**src/rtl/pc_fetch_pkg.sv**
```systemverilog
// Shared definitions for the fetch PC controller and its branch target buffer:
// counter encoding, BTB entry layout and saturating counter helpers.
package pc_fetch_pkg;

  localparam logic [1:0] SNT = 2'b00;
  localparam logic [1:0] WNT = 2'b01;
  localparam logic [1:0] WT  = 2'b10;
  localparam logic [1:0] ST  = 2'b11;

  // Widest address the entry layout supports; narrower builds zero-extend.
  localparam int unsigned MAX_XLEN = 64;

  typedef struct packed {
    logic                valid;
    logic [MAX_XLEN-1:0] tag;
    logic [MAX_XLEN-1:0] target;
    logic [1:0]          ctr;
  } btb_entry_t;

  function automatic logic [1:0] sat_inc(input logic [1:0] c);
    if (c == ST) begin
      return ST;
    end else begin
      return c + 2'd1;
    end
  endfunction

  function automatic logic [1:0] sat_dec(input logic [1:0] c);
    if (c == SNT) begin
      return SNT;
    end else begin
      return c - 2'd1;
    end
  endfunction

endpackage

```
**src/rtl/pc_fetch_ctrl_btb.sv**
```systemverilog
// Direct-mapped branch target buffer: combinational lookup on the fetch PC,
// training on resolved branches at the clock edge (reads see pre-update state).
module btb
  import pc_fetch_pkg::*;
#(
  parameter int XLEN      = 32,
  parameter int BTB_DEPTH = 16
) (
  input  logic            clk,
  input  logic            rst,
  input  logic [XLEN-1:0] i_lookup_pc,
  input  logic            i_update_valid,
  input  logic [XLEN-1:0] i_update_pc,
  input  logic [XLEN-1:0] i_update_target,
  input  logic            i_update_taken,
  output logic            o_pred_taken,
  output logic [XLEN-1:0] o_pred_target
);

  localparam int IDX   = $clog2(BTB_DEPTH);
  localparam int TAG_W = XLEN - IDX - 2;

  btb_entry_t r_mem [BTB_DEPTH];

  logic [IDX-1:0]      w_lk_idx;
  logic [MAX_XLEN-1:0] w_lk_tag;
  btb_entry_t          w_lk_entry;
  logic                w_lk_hit;

  logic [IDX-1:0]      w_up_idx;
  logic [MAX_XLEN-1:0] w_up_tag;
  logic [MAX_XLEN-1:0] w_up_tgt;
  btb_entry_t          w_up_entry;
  logic                w_up_hit;
  btb_entry_t          w_up_next;
  logic                w_up_we;

  assign w_lk_idx   = i_lookup_pc[IDX+1:2];
  assign w_lk_tag   = MAX_XLEN'(i_lookup_pc[XLEN-1:IDX+2]);
  assign w_lk_entry = r_mem[w_lk_idx];
  assign w_lk_hit   = w_lk_entry.valid && (w_lk_entry.tag == w_lk_tag);

  // Prediction outputs; target is forced to zero when not predicting taken.
  always_comb begin
    o_pred_taken  = w_lk_hit && w_lk_entry.ctr[1];
    if (o_pred_taken) begin
      o_pred_target = {w_lk_entry.target[XLEN-1:2], 2'b00};
    end else begin
      o_pred_target = {XLEN{1'b0}};
    end
  end

  assign w_up_idx   = i_update_pc[IDX+1:2];
  assign w_up_tag   = MAX_XLEN'(i_update_pc[XLEN-1:IDX+2]);
  // Targets are stored word-aligned so the fetch PC never picks up low bits.
  assign w_up_tgt   = MAX_XLEN'({i_update_target[XLEN-1:2], 2'b00});
  assign w_up_entry = r_mem[w_up_idx];
  assign w_up_hit   = w_up_entry.valid && (w_up_entry.tag == w_up_tag);

  // Training: hysteresis on hits, allocate as weakly-taken on taken misses.
  always_comb begin
    w_up_next = w_up_entry;
    w_up_we   = 1'b0;
    if (i_update_valid) begin
      if (w_up_hit) begin
        w_up_we = 1'b1;
        if (i_update_taken) begin
          w_up_next.ctr    = sat_inc(w_up_entry.ctr);
          w_up_next.target = w_up_tgt;
        end else begin
          w_up_next.ctr    = sat_dec(w_up_entry.ctr);
          w_up_next.target = w_up_entry.target;
        end
      end else if (i_update_taken) begin
        w_up_we          = 1'b1;
        w_up_next.valid  = 1'b1;
        w_up_next.tag    = w_up_tag;
        w_up_next.target = w_up_tgt;
        w_up_next.ctr    = WT;
      end else begin
        w_up_we = 1'b0;
      end
    end else begin
      w_up_we = 1'b0;
    end
  end

  // Entry storage with synchronous clear of the whole table.
  always_ff @(posedge clk) begin
    if (rst) begin
      for (int i = 0; i < BTB_DEPTH; i++) begin
        r_mem[i].valid  <= 1'b0;
        r_mem[i].tag    <= {MAX_XLEN{1'b0}};
        r_mem[i].target <= {MAX_XLEN{1'b0}};
        r_mem[i].ctr    <= WNT;
      end
    end else if (w_up_we) begin
      r_mem[w_up_idx] <= w_up_next;
    end
  end

  if (TAG_W < 1) begin : g_bad_cfg
    $error("btb: XLEN too small for BTB_DEPTH");
  end

endmodule

```
**src/rtl/pc_fetch_ctrl.sv**
```systemverilog
// Fetch PC register and next-PC selection: reset, redirect, stall, BTB
// prediction, then sequential fetch, in that priority order.
module pc_fetch_ctrl
  import pc_fetch_pkg::*;
#(
  parameter int              XLEN      = 32,
  parameter int              BTB_DEPTH = 16,
  parameter logic [XLEN-1:0] RESET_PC  = {XLEN{1'b0}}
) (
  input  logic            clk,
  input  logic            rst,
  input  logic            stall,
  input  logic            redirect_valid,
  input  logic [XLEN-1:0] redirect_pc,
  input  logic            update_valid,
  input  logic [XLEN-1:0] update_pc,
  input  logic [XLEN-1:0] update_target,
  input  logic            update_taken,
  output logic [XLEN-1:0] pc,
  output logic [XLEN-1:0] pc_plus4,
  output logic            pred_taken,
  output logic [XLEN-1:0] pred_target
);

  logic [XLEN-1:0] r_pc;
  logic [XLEN-1:0] w_next_pc;
  logic [XLEN-1:0] w_pc_plus4;
  logic            w_pred_taken;
  logic [XLEN-1:0] w_pred_target;

  btb #(
    .XLEN      (XLEN),
    .BTB_DEPTH (BTB_DEPTH)
  ) u_btb (
    .clk             (clk),
    .rst             (rst),
    .i_lookup_pc     (r_pc),
    .i_update_valid  (update_valid),
    .i_update_pc     (update_pc),
    .i_update_target (update_target),
    .i_update_taken  (update_taken),
    .o_pred_taken    (w_pred_taken),
    .o_pred_target   (w_pred_target)
  );

  // Wraps modulo 2^XLEN by construction.
  assign w_pc_plus4 = r_pc + {{(XLEN-3){1'b0}}, 3'b100};

  // Next-PC priority below reset, which is applied in the register.
  always_comb begin
    if (redirect_valid) begin
      w_next_pc = {redirect_pc[XLEN-1:2], 2'b00};
    end else if (stall) begin
      w_next_pc = r_pc;
    end else if (w_pred_taken) begin
      w_next_pc = w_pred_target;
    end else begin
      w_next_pc = w_pc_plus4;
    end
  end

  // Fetch PC register.
  always_ff @(posedge clk) begin
    if (rst) begin
      r_pc <= {RESET_PC[XLEN-1:2], 2'b00};
    end else begin
      r_pc <= w_next_pc;
    end
  end

  assign pc          = r_pc;
  assign pc_plus4    = w_pc_plus4;
  assign pred_taken  = w_pred_taken;
  assign pred_target = w_pred_target;

  if (XLEN < 8) begin : g_bad_xlen
    $error("pc_fetch_ctrl: XLEN must be at least 8");
  end

endmodule
```
**config.mk**
```make
export PLATFORM = sky130hd
export DESIGN_NAME = pc_fetch_ctrl
export DESIGN_NICKNAME = d
export VERILOG_FILES = /design/src/rtl/pc_fetch_pkg.sv /design/src/rtl/pc_fetch_ctrl_btb.sv /design/src/rtl/pc_fetch_ctrl.sv
export SDC_FILE = /design/constraint.sdc
export NUM_CORES = 2
export LEC_CHECK = 0
export BUFFER_PORTS_ARGS = -buffer_cell sky130_fd_sc_hd__buf_2
export CORE_MARGIN = 3
export CORE_UTILIZATION = 50
export CTS_CLUSTER_DIAMETER = 150
export CTS_CLUSTER_SIZE = 40
export DETAILED_ROUTE_END_ITERATION = 10
export PLACE_DENSITY = 0.66
export SLEW_MARGIN = 20
export SYNTH_ARGS = -nofsm -noshare
export SYNTH_HDL_FRONTEND = slang
export SYNTH_SLANG_ARGS = --single-unit
export TNS_END_PERCENT = 30
```
**constraint.sdc**
```tcl
create_clock -name clk -period 6.4 [get_ports clk]
set_clock_uncertainty 0.05 [all_clocks]
set_input_delay 0.64 -clock clk [delete_from_list [all_inputs] [get_ports clk]]
set_output_delay 0.64 -clock clk [all_outputs]
set_load 0.01 [all_outputs]
```
==> flow_summary_export.csv <==
group,metric,value,unit
run_status,status,"finished clean",
cells_and_area,area_growth,10.8,%
sta,rsz0062_at_grt,"no",
synthesis,yosys.area.top_type_share,62.0,%
sta,slew_violations,0,
synthesis,synth.avg_cell_area,15.3,um^2
floorplanning,rows,141,
routing,drc,0,
synthesis,seq_area_frac_synth,63.0,%
routing,antenna_left,0,
sta,finalSetupViolations,0,
global_route,grt_max_degree,121,
cells_and_area,drive_gt1_share,22.4,%
global_route,grt_overflow_total,0,
routing,highest_layer,"met5",
setup_path,cp-start-kind,"flop",
cells_and_area,fin_area,83300,um^2
clock_network,clock_latency,0.74,ns
routing,routed_wl,241000,um
routing,vias,48900,
clock_network,cts_max_path_buffers,3,
clock_network,cts_root_buf,"clkbuf_16",
synthesis,synth_warnings,0,
placed_design,port_buffers,190,
floorplanning,core_region_area,149000,um^2
sta,max_slew.worst_pin.slew,1.21,ns
placed_design,dp_hpwl,155000,um
cells_and_area,fillCellCount,11900,
synthesis,synth_edf_count,1552,
sta,setup_tns,0,ns
routing,via_per_inst,6.38,
min_path,hp-class,"in2reg",
synthesis,ys_types,90,
sta,slew_headroom,19.4,%
routing,first_pass_iters,8,
sta,fin_crit_sh,96.9,%
floorplanning,ios,199,
setup_path,required,5.71,ns
clock_network,cts_resized,0,
setup_path,worstPathArrival,5.51,ns
cells_and_area,final_nets,5735,
setup_path,critPathKind,"reg2out",
sta,period_minus_slack,6.20,ns
floorplanning,die_width,394,um
sta,hold_viol,0,
routing,wl_met2,111000,um
routing,drt_iter0_drc,6954,
placed_design,routabilityCongestion,0.926,
cells_and_area,finalCoreUtilization,56.1,%
synthesis,synth_area_leaders,"edfxtp_1 (62%), mux4_2 (16%), nor2_1 (4.7%)",
clock_network,numCtsBuffers,45,
floorplanning,die_area,155000,um^2
setup_path,path_max_fanout,22,
global_route,grt_pass1_vias,47900,
power,finalPower,19.8,mW
clock_network,tritoncts,"built",
sta,timing.hold.ws,0.106,ns
routing,wl_met1,86600,um
clock_network,htree_levels,2,
global_route,antenna_found_initial,7,
synthesis,synth_top_area_cell,"edfxtp_1",
synthesis,synth_area,75200,um^2
setup_path,end_kind,"output pin",
synthesis,ys_seq_elements,1588,
power,power_density,238,nW/um^2
sta,timing.fmax,161,MHz
setup_path,worstPathCellList,"inv_1 > or3_1 > o41ai_1 > buf_4 > nand3_1 > a221oi_1 > a22oi_1 > or4_1 > or2_2 > buf_4 > nor2b_1 > buf_2",
global_route,grt_pass1_wl,344000,um
global_route,grt_usage,30.8,%
setup_path,critPathSlowestCell,"or4_1",
routing,met3_length,30400,um
routing,routedWlPerCell,31.5,um
clock_network,path_clk_slew,0.15,ns
flow_run,maxCapViolCount,0,
clock_network,cts-hold-fix-buffers,0,
floorplanning,initial_core_util,50.6,%
power,irDropWorstVdd,0.000289,V
synthesis,postSynth.asyncResetShare,0,%
power,leakage,29.3,nW
clock_network,cts.sinks,1588,
synthesis,syn_inst,4917,
setup_path,crit_top_cell,"buf_4",
floorplanning,die_y,394,um
placed_design,placed_area,82000,um^2
synthesis,yosys_most_used_dff,"edfxtp_1",
setup_path,max_stage_delay,0.77,ns
worst max-delay path, delay by kind of cell (launching register included):
family	cells	cell delay [ns]
buffers and inverters	4	1.04
DFF	1	0.60
and+or+nand+nor	5	2.05
AOI/OAI and AO/OA	3	1.02
synth_stat cells, types with 16 or more instances:
| library cell | count |
|---|---|
| a211oi_1 | 18 |
| buf_2 | 110 |
| a31oi_1 | 21 |
| nand4_1 | 38 |
| o22ai_1 | 17 |
| buf_1 | 36 |
| nand2b_1 | 24 |
| nand3_1 | 62 |
| and3_1 | 18 |
| mux4_2 | 532 |
| buf_6 | 30 |
| nand2_1 | 147 |
| buf_4 | 36 |
| xnor2_1 | 58 |
| inv_1 | 37 |
| mux2i_4 | 16 |
| nor2_1 | 939 |
| nor2_2 | 102 |
| nor3_1 | 107 |
| nor2b_1 | 47 |
| a221oi_1 | 17 |
| a21oi_1 | 73 |
| mux2_2 | 31 |
| xor2_1 | 34 |
| o21ai_0 | 29 |
| mux2i_1 | 161 |
| o211ai_1 | 17 |
| a22oi_1 | 17 |
| dfxtp_1 | 36 |
| nor4_1 | 144 |
| clkbuf_1 | 180 |
| edfxtp_1 | 1552 |
final cells by class:
type	instances	area, um^2	area share, %
Inverter	41	161	0.194
Sequential cell	1588	47300	56.9
Clock inverter	3	47.5	0.0571
Antenna cell	6	15.0	0.0180
Clock buffer	62	1230	1.48
Timing Repair Buffer	457	3780	4.54
Multi-Input combinational cell	3499	28200	33.8
Tap cell	2002	2500	3.01
state kept, by name (all words and copies together), names as in the netlist, named ones only:
signal and cells:
pc 32, u_btb.r_mem 1552
where the power goes:
| part | switching, mW | leakage [nW] | total (mW) | internal [mW] |
|---|---|---|---|---|
| clock network | 3.01 | 0.620 | 4.42 | 1.42 |
| logic | 1.83 | 12.6 | 2.98 | 1.15 |
| registers | 0.389 | 16.0 | 12.4 | 12.0 |
what timing repair did:
action / CTS / global route
setup buffers: 0 / 1
endpoints found under the setup margin: 0 / 2
endpoints found under the hold margin: 0 / 0
stage by stage:
stage / setup slack, ns / instances
floorplan: 0.226 / 5526
global placement: 0.755 / 7586
detailed placement: 0.670 / 7586
CTS: 0.195 / 7651
global route: 0.0465 / 7653
finish: 0.200 / 7658
worst paths after layout:
path / slack (ns) / end / depth (start not counted) / from
min reg2reg: 0.44 / pc[1]$_SDFFE_PP0N_ / 1 / pc[1]$_SDFFE_PP0N_
max reg2reg: 0.67 / pc[2]$_SDFFE_PP0N_ / 11 / flop
max: 0.20 / pred_target[24] / 12 / flop
min: 0.11 / pc[26]$_SDFFE_PP0N_ / 2 / redirect_pc[26]
placed cells by master, fill, tap and decap left out, drive strengths merged, types with 21 or more instances in the layout:
master     n
edfxtp  1552
nor2    1042
conb     610
mux4     532
buf      457
mux2i    180
nand2    147
nor4     145
nor3     108
a21oi     73
nand3     62
clkbuf    62
xnor2     58
nor2b     47
inv       42
nand4     38
dfxtp     36
o21ai     35
xor2      34
mux2      31
nand2b    24
a31oi     21
cells by family after synthesis:
| logic type | after synthesis | synth area share (%) |
|---|---|---|
| compound gates | 337 | 3.29 |
| xor+xnor | 92 | 1.07 |
| fa+ha+maj | 2 | 0.0300 |
| buf+inv | 439 | 2.96 |
| flops | 1588 | 63.0 |
| mux | 743 | 19.1 |
| other cells | 1 | 0.00499 |
| simple gates | 1715 | 10.6 |
layer usage:
metal | global-route usage (%) | vias up
met5 | 0 | -
met4 | 14.0 | 4
met3 | 7.43 | 599
met2 | 48.0 | 3545
met1 | 41.3 | 24800
li1 | - | 20000
Note: power is estimated with default switching activity, not from simulation.
